<file path="config.mk">
export PLATFORM = sky130hd
export DESIGN_NAME = led_frame_sequencer
export DESIGN_NICKNAME = d
export VERILOG_FILES = /design/src/rtl/led_frame_sequencer_pkg.sv /design/src/rtl/led_frame_sequencer_pixel_scaler.sv /design/src/rtl/led_frame_sequencer.sv
export SDC_FILE = /design/constraint.sdc
export NUM_CORES = 1
export LEC_CHECK = 0
export CORE_MARGIN = 4
export CORE_UTILIZATION = 45
export DETAILED_ROUTE_END_ITERATION = 12
export DONT_BUFFER_PORTS = 1
export MAX_ROUTING_LAYER = met4
export PLACE_DENSITY = 0.64
export RECOVER_POWER = 100
export SLEW_MARGIN = 10
export SYNTH_ARGS = -nofsm -noshare
export SYNTH_HDL_FRONTEND = slang
export SYNTH_SLANG_ARGS = --single-unit
</file>
<file path="constraint.sdc">
create_clock -name clock -period 1.9 [get_ports clock]
set_clock_uncertainty 0.05 [all_clocks]
set_input_delay 0.095 -clock clock [delete_from_list [all_inputs] [get_ports clock]]
set_output_delay 0.095 -clock clock [all_outputs]
set_load 0.005 [all_outputs]
</file>
<file path="src/rtl/led_frame_sequencer_pkg.sv">
// led_frame_sequencer_pkg
//   Shared types and helpers for the LED frame sequencer.
//   seq_state_t    : frame controller states
//   CHANNEL_WIDTH  : width of one colour channel inside a pixel word
//   MAX_DATA_WIDTH : widest pixel word bit_reverse can handle
//   bit_reverse    : full-width bit mirror; callers left-align narrower
//                    words so the mirrored word lands in the low bits
package led_frame_sequencer_pkg;

    typedef enum logic [2:0] {
        IDLE,
        FETCH,
        WAIT,
        SEND,
        DRAIN_HANDOVER,
        DRAIN_LATCH
    } seq_state_t;

    localparam int unsigned CHANNEL_WIDTH  = 8;
    localparam int unsigned MAX_DATA_WIDTH = 64;

    function automatic logic [MAX_DATA_WIDTH-1:0] bit_reverse(
        input logic [MAX_DATA_WIDTH-1:0] value
    );
        logic [MAX_DATA_WIDTH-1:0] mirrored;
        mirrored = '0;
        for (int unsigned i = 0; i < MAX_DATA_WIDTH; i++) begin
            mirrored[i] = value[MAX_DATA_WIDTH-1-i];
        end
        return mirrored;
    endfunction

endpackage

</file>
<file path="src/rtl/led_frame_sequencer_pixel_scaler.sv">
// pixel_scaler
//   Global brightness stage: every whole CHANNEL_WIDTH field of the pixel
//   becomes (field * (brightness + 1)) >> 8; leftover high bits pass through.
//   One register stage; only instantiated when LED_SEQ_BRIGHTNESS_EN is set.
// Ports
//   clock, reset_n : clock, synchronous active-low reset
//   load           : capture and scale pixel this cycle
//   pixel          : raw pixel word
//   brightness     : global scale, 255 is identity
//   scaled         : scaled word, held until the next load
//   valid          : one-cycle pulse, the cycle after load
module pixel_scaler
    import led_frame_sequencer_pkg::*;
#(
    parameter int unsigned DATA_WIDTH = 24
) (
    input  logic                  clock,
    input  logic                  reset_n,
    input  logic                  load,
    input  logic [DATA_WIDTH-1:0] pixel,
    input  logic [7:0]            brightness,
    output logic [DATA_WIDTH-1:0] scaled,
    output logic                  valid
);

    localparam int unsigned NUM_FIELDS = DATA_WIDTH / CHANNEL_WIDTH;

    logic [DATA_WIDTH-1:0] scaled_next;
    logic [15:0]           product;

    always_comb begin
        scaled_next = pixel;
        product     = '0;
        for (int unsigned f = 0; f < NUM_FIELDS; f++) begin
            product = 16'(pixel[f*CHANNEL_WIDTH +: CHANNEL_WIDTH]) * (16'(brightness) + 16'd1);
            scaled_next[f*CHANNEL_WIDTH +: CHANNEL_WIDTH] = CHANNEL_WIDTH'(product >> 8);
        end
    end

    always_ff @(posedge clock) begin
        if (!reset_n) begin
            scaled <= '0;
            valid  <= 1'b0;
        end else begin
            valid <= load;
            if (load) begin
                scaled <= scaled_next;
            end
        end
    end

endmodule

</file>
<file path="src/rtl/led_frame_sequencer.sv">
// led_frame_sequencer
//   Reads NUM_LEDS pixel words from a 1-cycle-latency frame buffer and hands
//   them back-to-back to a unipolar_rz encoder, then waits out the encoder's
//   latch interval before pulsing done.
//   Optional feature macro: LED_SEQ_BRIGHTNESS_EN (adds brightness port and
//   a pixel_scaler stage, one extra cycle of prefetch latency).
// Ports
//   clock, reset_n : sole clock, synchronous active-low reset
//   start          : single-cycle frame request, honoured only in IDLE
//   busy, done     : frame in progress / one-cycle frame-latched pulse
//   mem_addr/rd    : frame-buffer read port, data returns next cycle
//   mem_data       : frame-buffer read data
//   rz_data/enable : to encoder data/enable (data is bit-reversed pixel)
//   rz_ready       : from encoder ready
//   brightness     : global scale (LED_SEQ_BRIGHTNESS_EN only)
module led_frame_sequencer
    import led_frame_sequencer_pkg::*;
#(
    parameter int unsigned NUM_LEDS   = 64,
    parameter int unsigned DATA_WIDTH = 24,
    parameter int unsigned ADDR_WIDTH = (NUM_LEDS > 1) ? $clog2(NUM_LEDS) : 1
) (
    input  logic                  clock,
    input  logic                  reset_n,
    input  logic                  start,
    output logic                  busy,
    output logic                  done,
    output logic [ADDR_WIDTH-1:0] mem_addr,
    output logic                  mem_rd,
    input  logic [DATA_WIDTH-1:0] mem_data,
    output logic [DATA_WIDTH-1:0] rz_data,
    output logic                  rz_enable,
    input  logic                  rz_ready
`ifdef LED_SEQ_BRIGHTNESS_EN
    ,
    input  logic [7:0]            brightness
`endif
);

    localparam logic [ADDR_WIDTH-1:0] LAST_INDEX = ADDR_WIDTH'(NUM_LEDS - 1);
    localparam int unsigned           PAD_WIDTH  = MAX_DATA_WIDTH - DATA_WIDTH;

    seq_state_t            state;
    logic [ADDR_WIDTH-1:0] index;
    logic                  rd_pending;     // mem_data carries the requested word this cycle
    logic                  prefetch_valid; // word captured and still waiting for the encoder
    logic                  seen_low;       // DRAIN_LATCH: encoder ready has dropped
    logic                  pix_arrive;     // word becomes available this cycle
    logic [DATA_WIDTH-1:0] pix_word;

    assign mem_addr = index;

`ifdef LED_SEQ_BRIGHTNESS_EN
    // The scaler's output register doubles as the prefetch register.
    pixel_scaler #(
        .DATA_WIDTH(DATA_WIDTH)
    ) u_pixel_scaler (
        .clock      (clock),
        .reset_n    (reset_n),
        .load       (rd_pending),
        .pixel      (mem_data),
        .brightness (brightness),
        .scaled     (pix_word),
        .valid      (pix_arrive)
    );
`else
    logic [DATA_WIDTH-1:0] prefetch;

    // Bypass the prefetch register on the arrival cycle so a ready encoder
    // gets its first pixel in cycle 3 after start.
    assign pix_arrive = rd_pending;
    assign pix_word   = rd_pending ? mem_data : prefetch;

    always_ff @(posedge clock) begin
        if (!reset_n) begin
            prefetch <= '0;
        end else if (rd_pending) begin
            prefetch <= mem_data;
        end
    end
`endif

    always_ff @(posedge clock) begin
        if (!reset_n) begin
            state          <= IDLE;
            index          <= '0;
            busy           <= 1'b0;
            done           <= 1'b0;
            mem_rd         <= 1'b0;
            rz_enable      <= 1'b0;
            rz_data        <= '0;
            rd_pending     <= 1'b0;
            prefetch_valid <= 1'b0;
            seen_low       <= 1'b0;
        end else begin
            mem_rd     <= 1'b0;
            rz_enable  <= 1'b0;
            done       <= 1'b0;
            rd_pending <= mem_rd;
            if (pix_arrive) begin
                prefetch_valid <= 1'b1;
            end

            case (state)
                IDLE: begin
                    if (start) begin
                        index  <= '0;
                        mem_rd <= 1'b1;
                        busy   <= 1'b1;
                        state  <= FETCH;
                    end
                end
                FETCH: begin
                    state <= WAIT;
                end
                WAIT: begin
                    if (rz_ready && (pix_arrive || prefetch_valid)) begin
                        rz_enable      <= 1'b1;
                        // Left-align then mirror: encoder shifts LSB first, pixel MSB leads.
                        rz_data        <= DATA_WIDTH'(bit_reverse(MAX_DATA_WIDTH'(pix_word) << PAD_WIDTH));
                        prefetch_valid <= 1'b0;
                        state          <= SEND;
                    end
                end
                SEND: begin
                    if (index != LAST_INDEX) begin
                        index  <= index + ADDR_WIDTH'(1);
                        mem_rd <= 1'b1;
                        state  <= FETCH;
                    end else begin
                        state <= DRAIN_HANDOVER;
                    end
                end
                DRAIN_HANDOVER: begin
                    // Withholding enable after this ready sends the encoder into its latch interval.
                    if (rz_ready) begin
                        seen_low <= 1'b0;
                        state    <= DRAIN_LATCH;
                    end
                end
                DRAIN_LATCH: begin
                    // done is raised while still out of IDLE, so a start in the done cycle is dropped.
                    if (done) begin
                        busy  <= 1'b0;
                        state <= IDLE;
                    end else if (!seen_low) begin
                        if (!rz_ready) begin
                            seen_low <= 1'b1;
                        end
                    end else if (rz_ready) begin
                        done <= 1'b1;
                    end
                end
                default: begin
                    state <= IDLE;
                end
            endcase
        end
    end

endmodule
</file>
Yosys cells after proc, flatten, opt, wreduce, memory -nomap -nowiden
Index checks and enable logic that the tools add are counted.

Register bits after elaboration: 64. Latch bits: 0. Memory bits (writable): 0. Memory bits (read-only): 0. Output and inout bits: 34. Memories: 0.

Add/subtract/negate cells: 1. $mul: 0. Div/mod/pow operators: 0. $lt $le $gt $ge: 0. Equality and inequality tests: 12. Shift operators: 0. Mux-type cells: 26. Bitwise operators: 3. Reduce and logical (&&, ||, !) cells: 13.

Operator list (count): 24-bit 2-to-1 mux (1); 3-bit case mux with 6 select lines (1); 3-bit 2-to-1 mux (5); 1-bit 2-to-1 mux (13); 6-bit 2-to-1 mux (2); 2-bit inequality test, second input constant (6); 6-bit case mux with 2 select lines (1); 3-bit AND reduction (3); 6-bit by 1-bit adder with 6-bit output, second input constant (1); 3-bit by 2-bit equality test with 1-bit output, second input constant (2); 3-bit equality test, second input constant (2); 6-bit inequality test, second input constant (1); 1-bit case mux with 2 select lines (3); 2-bit nonzero test (3); 2-bit AND reduction (2); 4-bit AND reduction (1); 4-bit OR reduction (1); 3-bit by 1-bit equality test with 1-bit output, second input constant (1); 3-bit zero test (1); 1-bit NOT (3); 1-bit logical AND (1); 1-bit logical OR (1).

Longest topological paths before layout
Word-level depth: 4. Gate-level depth with buffers: 6. Gate-level depth less buffers: 5.

Worst setup path before layout
Ideal clock, no wire load.

Path type: register to register. Start: reg index[0], in the netlist mem_addr[0]. End: reg index[2], in the netlist mem_addr[2]. Setup time: 0.142 ns. Arrival time: 1.324 ns. Data required time: 1.708 ns. Path slack: 0.384 ns. Stages on the path, launching flop included: 6. Cell sequence: dfxtp_1 -> ha_1 -> nand2_1 -> nor3_1 -> or4_1 -> a21oi_1.

Word-level cells in the longest chain between the ends: 3. Elaborated cells on any way between the ends: 6. Classes of those cells: 1 x add/sub; 2 x eq/ne; 2 x mux; 1 x reduce/logical.

RTL lines: start: declaration (line led_frame_sequencer.sv:44) `logic [ADDR_WIDTH-1:0] index;`; start signal: assignment (line led_frame_sequencer.sv:127) `index <= index + ADDR_WIDTH'(1);`; 6-bit by 1-bit adder with 6-bit output / 6-bit inequality test (equally long branches) (line led_frame_sequencer.sv:127, led_frame_sequencer.sv:126); 6-bit 2-to-1 mux / 2-bit inequality test (equally long branches); 6-bit case mux with 2 select lines / 3-bit AND reduction (equally long branches).

Parallel ways exist; a longest one is shown, timed or not. The select of a mux whose other input is x is not followed. A chain may end at the register's enable or synchronous reset.

Worst setup path in the final report
Same ends and word-level chain as after synthesis.

==> impl_metrics.tcl <==
set metrics [dict create \
    run_status "complete, no violations" \
    synth-seq-cells 64 \
    max_cap_viol_count 0 \
    worst_setup_hold_path_clk_slew_ps 70 \
    synth_compound_gate_area_share_pct 16.8 \
    synth_simple_gate_area_share_pct 19.1 \
    wire_length_of_the_first_global_routing_pass_mm 9.19 \
    number_of_global_route_vias_before_repair 1918 \
    io_buffer_count 0 \
    wl_met1_mm 2.41 \
    finish.net_count 308 \
    worst_path_required_ps 2110 \
    cts.root.buffer_cell "clkbuf_8" \
    coreArea_sq_um 5570 \
    wl_met3_um 272 \
    fin_crit_ps 1690 \
    synth.net_count 283 \
    ir_drop_mv 0.617 \
    seq_power_share_pct 47.4 \
    grt_start_max_net_pins 60 \
    most_area_consuming_cells_after_synthesis "dfxtp_1 (49%), mux2i_1 (9.6%), o211a_1 (9.2%)" \
    drt_pass1_iterations 4 \
    final.setup.tns_ps 0 \
    power.total_mw 3.14 \
    setup_slack_of_the_critical_path_after_layout_ps 208 \
    synth_fa_ha_area_share_pct 0.479 \
    commonest_non_fill_non_tap_cell_in_the_layout "dfxtp_1" \
    crit_arrival_ps 1900 \
    syn_to_final_growth_pct 20.6 \
    synth_async_sr_flop_share_pct 0 \
    cts_bufs_inserted 9 \
    wire_length_reported_by_the_detailed_router_mm 5.26 \
    max_slew_margin_pct 60.3 \
    hold_viol 0 \
    synth_warnings 0 \
    die_h_um 84.2 \
    ant_nets 0 \
    ys_types 39 \
    p_int_mw 2.37 \
    proportion_of_synthesized_chip_area_in_sequential_cells_pct 49.0 \
    start_kind "register" \
    clock_tree.buffer_depth 2 \
    power_per_cell_area_nw_per_um2 997 \
    switching_share_pct 24.6 \
    die-area_sq_um 7090 \
    synth-xor-area-share_pct 0.335 \
    edff_count_synth 0 \
    pre_cts_ws_ps 183 \
    final_design_area_no_fill_sq_um 3150 \
    groute.usage.overall_pct 16.5 \
    cts_num_sinks 64 \
    crit_path_max_fanout 7 \
    drcViolationCount 0 \
    muxShareOfSynthArea_pct 10.1 \
    post-cts-setup-buffer-count 0 \
    synth_top_family_by_area "simple AND/OR/NAND/NOR gates" \
    drt_iter0_drc 48 \
    viasPerCell 5.41 \
    rsz0062_at_grt "false" \
    p_leak_nw 1.35 \
    die_width_um 84.2 \
    hpwlAfterDp_mm 3.17 \
    yosys_most_used_dff "dfxtp_1" \
    htreeDepth 3 \
    wl_met2_mm 2.52 \
    num_vias 1925 \
    yosysTopAreaCellShare_pct 49.0 \
    hold-worst-slack_ps 30.2 \
    worstSetupEndpointType "register" \
    placed_cells_incl_taps 313 \
    routed.top_layer "met4" \
    netlist_area_sq_um 2610 \
    power.share.combinational_pct 10.9 \
    postSynthAreaPerCell_sq_um 10.3 \
    finalMaxSlewViolations 0 \
    final_layout_size_suffix_gt1_share_pct 9.15 \
    finalWeightedCongestion 0.765 \
    tightest_slew_ps 596 \
    layout.cells.non_filler 356 \
    postPlaceCellArea_sq_um 2650 \
    finalSetupViolations 0 \
    cts_tree "yes" \
    insertedDiodeCount 0 \
    globalRoute.totalOverflow 0 \
    fmax_mhz 591 \
    clock_latency_ps 320 \
    ioPinCount 62 \
    final_core_utilization_pct 56.5 \
    row_count 27 \
    antenna_found_initial 0 \
    p_clk_share_pct 41.7 \
    min_path_type "in -> reg" \
    synth_area_leader_cell "dfxtp_1" \
    layout_worst_path_cycle_share_pct 89.1 \
    leading_cell_types_in_the_layout_fill_and_taps_excluded "dfxtp_1 (63), nand2_1 (34), nor2b_1 (27)" \
    syn-instance-count 254 \
    routed_wire_length_per_instance_um 14.8 \
    setup.worst_path.class "reg -> reg" \
    switching_power_uw 772 \
    initial_utilization_pct 46.9 \
]
## state kept, by name, summed over array words and instances (netlist names)
register / flops
mem_rd: 1
pix_arrive: 1
state: 3
prefetch_valid: 1
seen_low: 1
prefetch: 24
rz_enable: 1
mem_addr: 6
done: 1
busy: 1
rz_data: 24
## power by group through the flow
stage	combinational, mW	clock (mW)	sequential (mW)
global placement	0.278	0	1.52
floorplan	0.303	0	1.47
global route	0.386	1.42	1.50
detailed placement	0.280	0	1.52
finish	0.342	1.31	1.49
CTS	0.348	1.35	1.49
## final cells by class
cell class | instances | area, sq um
sequential | 64 | 1280
timing repair buffer | 33 | 332
clock inverter | 6 | 92.6
fill | 516 | 2420
tap | 72 | 90.1
multi-input combinational | 171 | 1220
clock buffer | 10 | 138
## routing by layer
metal | vias to the layer above | global-route usage [%]
met5 | - | -
met4 | 0 | 7.16
met3 | 6 | 5.40
met2 | 46 | 25.5
met1 | 917 | 19.7
li1 | 956 | -
## synthesized netlist by cell type (all sizes together) (2+ instances only)
cell / number
o41ai: 2
a21oi: 7
nand3b: 2
dfxtp: 64
nor3b: 2
o211ai: 2
o21ai: 5
nand2: 35
nand2b: 4
nand3: 4
buf: 13
mux2i: 26
a2111o: 3
nor2: 4
o31ai: 4
clkbuf: 6
nor2b: 27
a21boi: 3
or4: 2
o211a: 24
and2: 2
## cell families after synthesis
family          after synthesis
xor+xnor                      1
compound gates               52
flops                        64
mux                          26
simple gates                 91
buf+inv                      19
fa+ha+maj                     1
## critical path: stages, from the launching register on
cell,delay [ps]
dfxtp_1,350
ha_1,260
nand2_1,80
nor3_1,50
clkbuf_1,160
or4_1,520
a21oi_1,160
## final timing paths
path	startpoint	end	slack, ps	depth (start not counted)
worst min register to register	seen_low	done	440	2
worst min-delay path	reset_n	mem_addr[0]	30	3
worst max-delay path	mem_addr[0]	mem_addr[2]	210	6
worst max register to register	mem_addr[0]	mem_addr[2]	210	6
## timing repair
item | in CTS | in global routing
endpoints found under the setup margin | 0 | 1
resized for setup | 0 | 1
hold endpoints to repair | 60 | 0
hold buffers | 27 | 0
No activity file was read; power rests on OpenSTA's default activity.
